--- src/rtl/cmp_min_seq.sv ---
// rtl/cmp_min_seq.sv - sequences a shared comparator over a streamed burst to find min (and optionally max)
//
// Optional feature macro: CMP_MINSEQ_MAX_EN (adds a second comparator tracking max_val/max_idx)
//
// Ports:
//   clk, reset           clock; asynchronous active-high reset
//   start                begin a new burst (sampled only in IDLE)
//   din/din_valid/din_last/din_ready  operand stream handshake
//   busy                 high in every state except IDLE
//   done                 one-cycle pulse, results valid
//   min_val/min_idx      minimum of burst and index of its first occurrence
//   count_out            words accepted in the burst
//   overflow             burst reached COUNT words without din_last
//   max_val/max_idx      maximum and its first index (zero when feature disabled)

module comparator #(
    parameter int WIDTH = 3
) (
    input  logic [WIDTH-1:0] a,
    input  logic [WIDTH-1:0] b,
    output logic             lt
);
    assign lt = (a < b);
endmodule

module cmp_min_seq #(
    parameter  int WIDTH = 3,
    parameter  int COUNT = 8,
    localparam int IDXW  = $clog2(COUNT)
) (
    input  logic             clk,
    input  logic             reset,
    input  logic             start,
    input  logic [WIDTH-1:0] din,
    input  logic             din_valid,
    input  logic             din_last,
    output logic             din_ready,
    output logic             busy,
    output logic             done,
    output logic [WIDTH-1:0] min_val,
    output logic [IDXW-1:0]  min_idx,
    output logic [IDXW:0]    count_out,
    output logic             overflow,
    output logic [WIDTH-1:0] max_val,
    output logic [IDXW-1:0]  max_idx
);

    typedef enum logic [1:0] {
        IDLE    = 2'd0,
        ACCEPT  = 2'd1,
        COMPARE = 2'd2,
        DONE    = 2'd3
    } state_t;

    state_t           state, state_nxt;
    logic [WIDTH-1:0] cand;
    logic [IDXW-1:0]  cand_idx;
    logic [IDXW:0]    count;
    logic             last_r;
    logic             min_lt;

    comparator #(.WIDTH(WIDTH)) u_cmp_min (
        .a  (cand),
        .b  (min_val),
        .lt (min_lt)
    );

    always_ff @(posedge clk or posedge reset) begin
        if (reset) begin
            state    <= IDLE;
            cand     <= '0;
            cand_idx <= '0;
            count    <= '0;
            last_r   <= 1'b0;
            overflow <= 1'b0;
            min_val  <= '0;
            min_idx  <= '0;
        end else begin
            state <= state_nxt;
            case (state)
                IDLE: begin
                    if (start) begin
                        count    <= '0;
                        cand_idx <= '0;
                        overflow <= 1'b0;
                        last_r   <= 1'b0;
                    end
                end
                ACCEPT: begin
                    if (din_valid) begin
                        cand     <= din;
                        cand_idx <= count[IDXW-1:0];
                        count    <= count + 1'b1;
                        // An explicit din_last on the final slot wins, so overflow
                        // only flags bursts that ran out of room unannounced.
                        if (din_last) begin
                            last_r <= 1'b1;
                        end else if (count == (IDXW+1)'(COUNT - 1)) begin
                            last_r   <= 1'b1;
                            overflow <= 1'b1;
                        end else begin
                            last_r <= 1'b0;
                        end
                    end
                end
                COMPARE: begin
                    // Strict less-than keeps the earliest index on ties.
                    if (cand_idx == '0 || min_lt) begin
                        min_val <= cand;
                        min_idx <= cand_idx;
                    end
                end
                default: ;
            endcase
        end
    end

    always_comb begin
        state_nxt = state;
        din_ready = 1'b0;
        busy      = 1'b1;
        done      = 1'b0;
        case (state)
            IDLE: begin
                busy = 1'b0;
                if (start) state_nxt = ACCEPT;
            end
            ACCEPT: begin
                din_ready = 1'b1;
                if (din_valid) state_nxt = COMPARE;
            end
            COMPARE: begin
                state_nxt = last_r ? DONE : ACCEPT;
            end
            DONE: begin
                done      = 1'b1;
                state_nxt = IDLE;
            end
            default: state_nxt = IDLE;
        endcase
    end

    assign count_out = count;

`ifdef CMP_MINSEQ_MAX_EN
    logic             max_lt;
    logic [WIDTH-1:0] max_val_r;
    logic [IDXW-1:0]  max_idx_r;

    comparator #(.WIDTH(WIDTH)) u_cmp_max (
        .a  (max_val_r),
        .b  (cand),
        .lt (max_lt)
    );

    always_ff @(posedge clk or posedge reset) begin
        if (reset) begin
            max_val_r <= '0;
            max_idx_r <= '0;
        end else if (state == COMPARE && (cand_idx == '0 || max_lt)) begin
            max_val_r <= cand;
            max_idx_r <= cand_idx;
        end
    end

    assign max_val = max_val_r;
    assign max_idx = max_idx_r;
`else
    assign max_val = '0;
    assign max_idx = '0;
`endif

endmodule

--- config.mk ---
export PLATFORM = sky130hd
export DESIGN_NAME = cmp_min_seq
export DESIGN_NICKNAME = d
export VERILOG_FILES = /design/src/rtl/cmp_min_seq.sv
export SDC_FILE = /design/constraint.sdc
export NUM_CORES = 1
export LEC_CHECK = 0
export CAP_MARGIN = 20
export CORE_ASPECT_RATIO = 0.75
export CORE_MARGIN = 2
export CORE_UTILIZATION = 43
export CTS_CLUSTER_DIAMETER = 40
export DETAILED_ROUTE_END_ITERATION = 8
export HOLD_SLACK_MARGIN = 0.03
export MAX_ROUTING_LAYER = met4
export PLACE_DENSITY = 0.85
export SLEW_MARGIN = 20
export SYNTH_ARGS = -nofsm -noshare
export SYNTH_HDL_FRONTEND = slang
export SYNTH_SLANG_ARGS = --single-unit
--- constraint.sdc ---
create_clock -name clk -period 1.4 [get_ports clk]
set_input_delay 0.21 -clock clk [delete_from_list [all_inputs] [get_ports clk]]
set_output_delay 0.21 -clock clk [all_outputs]
set_load 0.01 [all_outputs]
==> results.json, run 1 <==
{
  "outcome": "completed",
  "utilization_pct": 63.67,
  "cts_buffer_depth": 2,
  "layout.nets": 165,
  "wl_met1_mm": 1.311,
  "reg2reg_depth": 5,
  "clock_latency_ns": 0.31,
  "dpl.hpwl_mm": 1.919,
  "synth-seq-cells": 20,
  "dieArea_sq_mm": 0.003080,
  "synth_edf_count": 0,
  "syn_avg_cell_area_sq_um": 10.17,
  "drc": 0,
  "synth_top_cell_by_area": "dfrtp_1",
  "r2r_setup_slack_ns": 0.007,
  "grt_pass1_wl_mm": 4.560,
  "synthDistinctLibCells": 35,
  "grt_max_degree": 21,
  "finish.instance_area_sq_mm": 0.001632,
  "whs_ns": 0.1991,
  "wl_per_cell_microns": 14.97,
  "dr.first_iter.drc_count": 31,
  "post-route-period-util_pct": 99.54,
  "topRoutingLayerUsed": "met3",
  "power_density_mw_per_mm2": 2340,
  "regToRegStartpoint": "count_out[0]",
  "vias": 1018,
  "synthXorXnorAreaFrac_pct": 0,
  "htree_levels": 1,
  "async_reset_ff_share_pct": 100.0,
  "synth_top_family_by_area": "compound AO/OA/AOI/OAI gates",
  "track_usage_pct": 19.06,
  "critical_path_class": "flop to flop",
  "hold_path_class": "input pin to asynchronous set/reset pin",
  "cts_hold_buf": 0,
  "synth-compound-area-share_pct": 22.97,
  "port_buffers": 21,
  "synth_area_leaders": "dfrtp_1, a22o_1, mux2_2",
  "synthAdderAreaFrac_pct": 3.297,
  "synthSimpleGateAreaFrac_pct": 16.37,
  "start_util_pct": 44.43,
  "synthFlopType": "dfrtp_1",
  "wl_met3_microns": 143,
  "routabilityCongestion": 0.9087,
  "antenna_left": 0,
  "ioPinCount": 28,
  "final-seq-area_sq_um": 503.0,
  "rsz0062_at_grt": "true",
  "root_buffer": "clkbuf_4",
  "first_pass_iters": 4,
  "synth_top_area_share_pct": 43.96,
  "antenna_found_initial": 0,
  "maxClockFrequency_ghz": 0.7176,
  "routed-wl-met2_mm": 1.375,
  "synth_common_cells": "dfrtp_1, nand2_1, a22o_1",
  "finalHoldViolCount": 0,
  "multi_input_area_sq_um": 670.6,
  "grt_overflow": 0,
  "synth_mux_area_share_pct": 5.934,
  "cts_tree": "yes",
  "crit_required_ns": 1.61,
  "drive_above_1_share_pct": 31.37,
  "timing.rr.end": "count_out[3]",
  "clock-sinks": 20,
  "via_per_inst": 5.386,
  "yosys_warnings": 0,
  "finalCriticalPeriod_ns": 1.393,
  "cp_data_arrival_time_ns": 1.60,
  "final_max_slew_viol_count": 0,
  "fill_cells": 234,
  "antennaDiodeCount": 0,
  "p_total_w": 0.003818,
  "chipWidth_microns": 63.42,
  "clk_pin_slew_ns": 0.13,
  "syn-instance-count": 112,
  "drt_wl_total_mm": 2.829,
  "cp-end-kind": "flop",
  "cp_max_fo": 3,
  "cap_viol_max_count": 0,
  "place_area_sq_mm": 0.001471,
  "setup_viol": 0,
  "synth_area_sq_mm": 0.001139,
  "synth_most_common_cell": "dfrtp_1",
  "start_kind": "flop",
  "core.rowCount": 16,
  "leakage_nw": 0.7916,
  "coreArea_sq_mm": 0.002562,
  "first_global_vias": 985,
  "cts_buffers": 3,
  "die_h_microns": 48.57,
  "skew_ns": 0.005588,
  "area.growth.synth_to_final_pct": 43.30,
  "ys_seq_area_share_pct": 43.96,
  "peakVddDrop_mv": 1.213
}
==> worst max path at each step <==
| stage | to | slack, ns | cells after the start | startpoint |
|---|---|---|---|---|
| 6_report | count_out[3] | 0.007 | 5 | count_out[0] |
| 5_1_grt | count_out[3] | -0.03 | 5 | count_out[0] |
| 4_1_cts | busy | -0.02 | 2 | state[1] |
| 3_5_place_dp | overflow | -0.19 | 4 | din_valid |
| 3_3_place_gp | count_out[0] | -0.07 | 4 | din_valid |
| 2_1_floorplan | min_idx[0] | 0.03 | 5 | min_val[2] |
==> power breakdown <==
part           internal [W]  switching, W
sequential         0.000832      0.000221
combinational       0.00123       0.00117
clock              0.000159      0.000201
==> flip-flops by register name (all words and copies together), names as in the netlist <==
signal     cells
last_r         1
min_idx        3
count_out      4
min_val        3
state          2
cand_idx       3
cand           3
overflow       1
==> critical path, stage by stage, from the launching register on <==
cell and delay [ns]:
dfrtp_1 0.43, buf_4 0.15, buf_4 0.14, nand4_1 0.09, mux2_4 0.30, a22o_1 0.18
==> routing by layer <==
metal,track usage (%),up-vias
li1,-,487
met1,25.52,494
met2,31.23,37
met3,5.116,0
met4,0,0
met5,-,-
==> per-stage QoR <==
stage | std cells | setup slack, ns | setup TNS (ns)
after floorplan | 117 | 0.02547 | 0
after global placement | 177 | -0.07105 | -0.3651
after detailed placement | 177 | -0.1902 | -1.090
after CTS | 187 | -0.02426 | -0.02426
after global routing | 189 | -0.02516 | -0.08969
final | 189 | 0.006506 | 0
==> area by class of cell <==
| type | instances | area share, % |
|---|---|---|
| multi-input cells | 82 | 41.10 |
| flip-flops and latches | 20 | 30.83 |
| repair buffers | 42 | 21.93 |
| well taps | 36 | 2.761 |
| clock buffers | 4 | 2.224 |
| inverters | 5 | 1.150 |
==> logic make-up after synthesis <==
logic type      Yosys count
compound gates           33
simple gates             34
buf+inv                  15
fa+ha+maj                 3
flops                    20
mux                       6
other cells               1
==> cell usage in the layout, fill, tap and decap left out, types with 2 or more instances in the layout <==
master            n
a22o_1           11
a22oi_1           3
and3b_1           3
buf_4            18
buf_6             4
clkbuf_4          3
clkdlybuf4s50_1   7
conb_1            6
dfrtp_1          18
dfrtp_2           2
dlygate4sd2_1    10
ha_4              2
inv_1             5
mux2_2            5
nand2_1          14
nand4_1           2
nor2_1            2
nor2b_2           2
o2111ai_1         3
o211ai_1          8
==> repair_timing <==
action,4_1_cts,5_1_grt
endpoints found under the setup margin,21,15
pin swaps,0,2
setup buffers,6,2
resized for setup,25,17
cloned,0,0
Note: power is estimated with default switching activity, not from simulation.
==> run 2, diff against run 1 <==
--- a/config.mk
+++ b/config.mk
@@ -13,7 +13,7 @@
 export DETAILED_ROUTE_END_ITERATION = 8
 export HOLD_SLACK_MARGIN = 0.03
 export MAX_ROUTING_LAYER = met4
-export PLACE_DENSITY = 0.85
+export PLACE_DENSITY = 0.74
 export SLEW_MARGIN = 20
 export SYNTH_ARGS = -nofsm -noshare
 export SYNTH_HDL_FRONTEND = slang
==> run 2 against run 1 <==
Effect of this change: combinational power shrank 5%; maximum frequency grew 2.4%; clock-buffer cell count is the same; via count shrank 4.7%; core utilization shrank 2.1 points; largest power group unchanged; highest routed layer unchanged; die area is the same; critical path type unchanged; global-route usage shrank 0.68 points; sequential power is essentially flat.
==> results.json, run 2 (synthesis gave the netlist of run 1 again) <==
{
  "cp_max_fo": 7,
  "critical_path_class": "flop to flop",
  "cp-end-kind": "flop",
  "dieArea_sq_mm": 0.003080,
  "hold_path_class": "input pin to asynchronous set/reset pin",
  "via_per_inst": 5.272,
  "finalWorstSetupSlack_ns": 0.03926,
  "core.rowCount": 16,
  "htree_levels": 1,
  "dr.first_iter.drc_count": 31,
  "regToRegStartpoint": "cand[2]",
  "drt_wl_total_mm": 2.536,
  "antenna_left": 0,
  "cap_viol_max_count": 0,
  "p_total_w": 0.003652,
  "skew_ns": 0.003446,
  "cts_tree": "yes",
  "final_cell_mix": "dfrtp_1, nand2_1, buf_4, a22o_1, dlygate4sd2_1",
  "reg2reg_depth": 4,
  "power_density_mw_per_mm2": 2313,
  "antenna_found_initial": 0,
  "final_max_slew_viol_count": 0,
  "finalCriticalPeriod_ns": 1.361,
  "dpl.hpwl_mm": 1.833,
  "clock-sinks": 20,
  "drc": 0,
  "maxClockFrequency_ghz": 0.7349,
  "area.growth.synth_to_final_pct": 38.68,
  "layout.nets": 160,
  "place_inst": 175,
  "finalNonFillerCells": 184,
  "post-route-period-util_pct": 97.20,
  "startpoint": "cand[2]",
  "chipWidth_microns": 63.42,
  "timing.rr.end": "min_val[0]",
  "wl_per_cell_microns": 13.78,
  "clock_latency_ns": 0.30,
  "pre_cts_ws_ns": -0.09311,
  "tns_ns": 0,
  "cts_buffers": 3,
  "first_pass_iters": 4,
  "die_h_microns": 48.57,
  "grt_pass1_wl_mm": 4.326,
  "clk_pin_slew_ns": 0.11,
  "setup_viol": 0,
  "place_area_sq_mm": 0.001456,
  "track_usage_pct": 18.38,
  "routabilityCongestion": 0.8455,
  "finalHoldViolCount": 0,
  "crit_required_ns": 1.61,
  "rsz0062_at_grt": "true",
  "leakage_nw": 0.7514,
  "antennaDiodeCount": 0,
  "peakVddDrop_mv": 0.8988,
  "ioPinCount": 28,
  "outcome": "completed",
  "r2r_setup_slack_ns": 0.04,
  "start_kind": "flop",
  "root_buffer": "clkbuf_4",
  "first_global_vias": 939,
  "start_util_pct": 44.43,
  "cts_buffer_depth": 2,
  "largest_reg_flops": 4,
  "layout_commonest_cell": "dfrtp_1",
  "grt_max_degree": 21,
  "grt_overflow": 0,
  "coreArea_sq_mm": 0.002562,
  "drive_above_1_share_pct": 28.38,
  "cp_data_arrival_time_ns": 1.57,
  "port_buffers": 21,
  "vias": 970,
  "finish.instance_area_sq_mm": 0.001579
}
[run 2: changes by cell type in the layout (fill, tap and decap cells not counted), sizes merged]
cell,before,now
clkdlybuf4s15,1,2
buf,23,18
clkbuf,5,4
[run 2: worst max path at each step]
stage | cells past startpoint | endpoint
CTS | 4 | min_val[0]
floorplan | 5 | min_idx[0]
finish | 4 | min_val[0]
global route | 3 | din_ready
detailed placement | 4 | count_out[0]
global placement | 4 | count_out[0]
[run 2: layer usage]
layer / vias up / track usage [%] / share of wire (%)
met5: - / - / 0
met4: 0 / 2.174 / 0
met3: 0 / 5.814 / 4.7
met2: 25 / 29.47 / 47
met1: 469 / 23.72 / 49
li1: 476 / - / -
[run 2: layout make-up]
class                           instances  area, sq um
Multi-Input combinational cell         82        656.9
Inverter                                5        18.77
Sequential cell                        20        500.5
Clock buffer                            4        36.28
Fill cell                             242        983.4
Timing Repair Buffer                   37        321.6
Tap cell                               36        45.04
[run 2: what timing repair did]
action / 4_1_cts / 5_1_grt
setup buffers: 5 / 0
hold buffers: 0 / 0
pin swaps: 2 / 1
gates resized for setup: 25 / 13
endpoints found under the setup margin: 20 / 14
[run 2: power breakdown]
| group | switching [W] | internal [W] |
|---|---|---|
| clock network | 0.000178 | 0.000159 |
| logic | 0.00113 | 0.00116 |
| registers | 0.000200 | 0.000829 |
[run 2: stage by stage]
step | util, % | hold WS (ns)
2_1_floorplan | - | 0.1738
3_3_place_gp | 56.84 | 0.4733
3_5_place_dp | 56.84 | 0.4810
4_1_cts | 59.52 | 0.2173
5_1_grt | 61.62 | 0.2214
6_report | 61.62 | 0.2149
[run 2: critical path: stages (launching register included)]
cell,delay (ns)
dfrtp_1,0.43
ha_4,0.31
nand2_4,0.08
o21a_4,0.25
o211ai_1,0.20
==> run 3, diff against run 2 <==
--- a/config.mk
+++ b/config.mk
@@ -11,7 +11,7 @@
 export CORE_UTILIZATION = 43
 export CTS_CLUSTER_DIAMETER = 40
 export DETAILED_ROUTE_END_ITERATION = 8
-export HOLD_SLACK_MARGIN = 0.03
+export GPL_TIMING_DRIVEN = 0
 export MAX_ROUTING_LAYER = met4
 export PLACE_DENSITY = 0.74
 export SLEW_MARGIN = 20
==> run 3 against run 2 <==
Effect of this change: global-route usage rose by 1.0 points; power rose by 4.2%; combinational power rose by 7%; the run now ends with negative setup slack left; sequential share of layout area fell by 1.4 points; cell area rose by 5.0%; highest routed layer is now met4; sequential power barely moved; largest cell class unchanged; largest power group unchanged.
==> results.json, run 3 (synthesis gave the netlist of run 1 again) <==
{
  "dr.first_iter.drc_count": 61,
  "finalNonFillerCells": 195,
  "area.growth.synth_to_final_pct": 45.60,
  "cts_buffer_depth": 2,
  "place_inst": 174,
  "hold_path_class": "input pin to asynchronous set/reset pin",
  "peakVddDrop_mv": 0.8883,
  "first_pass_iters": 4,
  "drc": 0,
  "htree_levels": 1,
  "antenna_found_initial": 0,
  "post-route-period-util_pct": 101.2,
  "fill_cells": 246,
  "finish.instance_area_sq_mm": 0.001658,
  "power_density_mw_per_mm2": 2297,
  "layout_commonest_cell": "buf_4",
  "place_area_sq_mm": 0.001436,
  "setup_viol": 1,
  "finalWorstSetupSlack_ns": -0.01615,
  "slew_headroom_pct": 50.08,
  "vias": 1022,
  "cp-end-kind": "output port",
  "finalCriticalPeriod_ns": 1.416,
  "first_global_vias": 995,
  "ioPinCount": 28,
  "grt_max_degree": 21,
  "dieArea_sq_mm": 0.003080,
  "rsz0062_at_grt": "true",
  "dpl.hpwl_mm": 1.771,
  "start_kind": "flop",
  "via_per_inst": 5.241,
  "skew_ns": 0.007994,
  "final_max_slew_viol_count": 0,
  "cap_viol_max_count": 0,
  "drt_wl_total_mm": 2.693,
  "grt_pass1_wl_mm": 4.560,
  "final-seq-area_sq_um": 503.0,
  "core.rowCount": 16,
  "antenna_left": 0,
  "wl_per_cell_microns": 13.81,
  "chipWidth_microns": 63.42,
  "clock-sinks": 20,
  "critical_path_class": "flop to output port",
  "layout.nets": 171,
  "reg2reg_depth": 5,
  "grt_overflow": 0,
  "crit_required_ns": 1.19,
  "largest_reg_flops": 4,
  "worst_pin_slew_ns": 0.7479,
  "cp_data_arrival_time_ns": 1.21,
  "drive_above_1_share_pct": 33.33,
  "start_util_pct": 44.43,
  "track_usage_pct": 19.39,
  "final_cell_mix": "buf_4, dfrtp_1, nand2_1, a22o_1, dlygate4sd2_1",
  "clk_pin_slew_ns": 0.12,
  "p_total_w": 0.003807,
  "cts_buffers": 3,
  "clock_latency_ns": 0.31,
  "coreArea_sq_mm": 0.002562,
  "outcome": "complete, but fails checks",
  "leakage_nw": 0.8000,
  "cts_tree": "yes",
  "maxClockFrequency_ghz": 0.7061,
  "port_buffers": 21,
  "routabilityCongestion": 0.8424,
  "violations": "negative setup slack",
  "root_buffer": "clkbuf_4",
  "die_h_microns": 48.57,
  "cp_max_fo": 6,
  "finalHoldViolCount": 0,
  "multi_input_area_sq_um": 643.1,
  "antennaDiodeCount": 0
}
[run 3: cell count changes in the layout (fill, tap and decap cells not counted), sizes merged]
cell           change
dlygate4sd2        +1
clkdlybuf4s15      -2
buf               +12
[run 3: per-layer routing]
layer / part of all wire [%] / vias up / GRT usage (%)
met2: 49 / 38 / 31.58
met3: 5.7 / 4 / 5.814
met5: 0 / - / -
li1: - / 500 / -
met4: 0.89 / 0 / 4.348
met1: 44 / 480 / 23.92
[run 3: worst max-delay path: stages, from the launching register on]
cell and delay [ns]:
dfrtp_2 0.43, buf_6 0.13, or2_4 0.23, buf_6 0.12
[run 3: repair_timing]
item / CTS / global route
setup endpoints to repair: 20 / 11
pin swaps: 2 / 8
hold buffers: 0 / 0
setup buffers: 14 / 3
resized for setup: 41 / 6
[run 3: worst paths after layout]
check                          from  slack (ns)    endpoint
setup / recovery           state[1]       -0.02        busy
hold / removal                reset        0.31  min_idx[0]
setup reg to reg            cand[2]        0.03  min_val[0]
hold reg to reg              last_r        0.51    state[1]
max in group asynchronous     reset        0.56    state[1]
min in group clk             last_r        0.51    state[1]
[run 3: report_power, final]
| group | switching (W) | internal (W) | leakage [nW] |
|---|---|---|---|
| registers | 0.000194 | 0.000833 | 0.249 |
| clock network | 0.000185 | 0.000159 | 0.0210 |
| logic | 0.00117 | 0.00127 | 0.530 |
| total | 0.00155 | 0.00226 | 0.800 |
[run 3: cell type report]
cell class                 instances  area share (%)
buffer                            10           5.208
clock buffer                       4           2.189
inverter                           5           1.132
multi-input combinational         82           38.79
sequential                        20           30.34
tap                               36           2.717
timing repair buffer              38           19.62
[run 3: through the flow]
step / setup TNS (ns) / utilization, % / hold slack [ns] / worst slack (ns)
after global routing: -0.4040 / 64.70 / 0.4048 / -0.08600
after global placement: -1.738 / 56.05 / 0.4610 / -0.3500
after floorplan: 0 / - / 0.1738 / 0.02547
after CTS: -0.05816 / 62.74 / 0.3443 / -0.02190
after detailed placement: -2.212 / 56.05 / 0.4751 / -0.4129
final: -0.01615 / 64.70 / 0.3140 / -0.01615
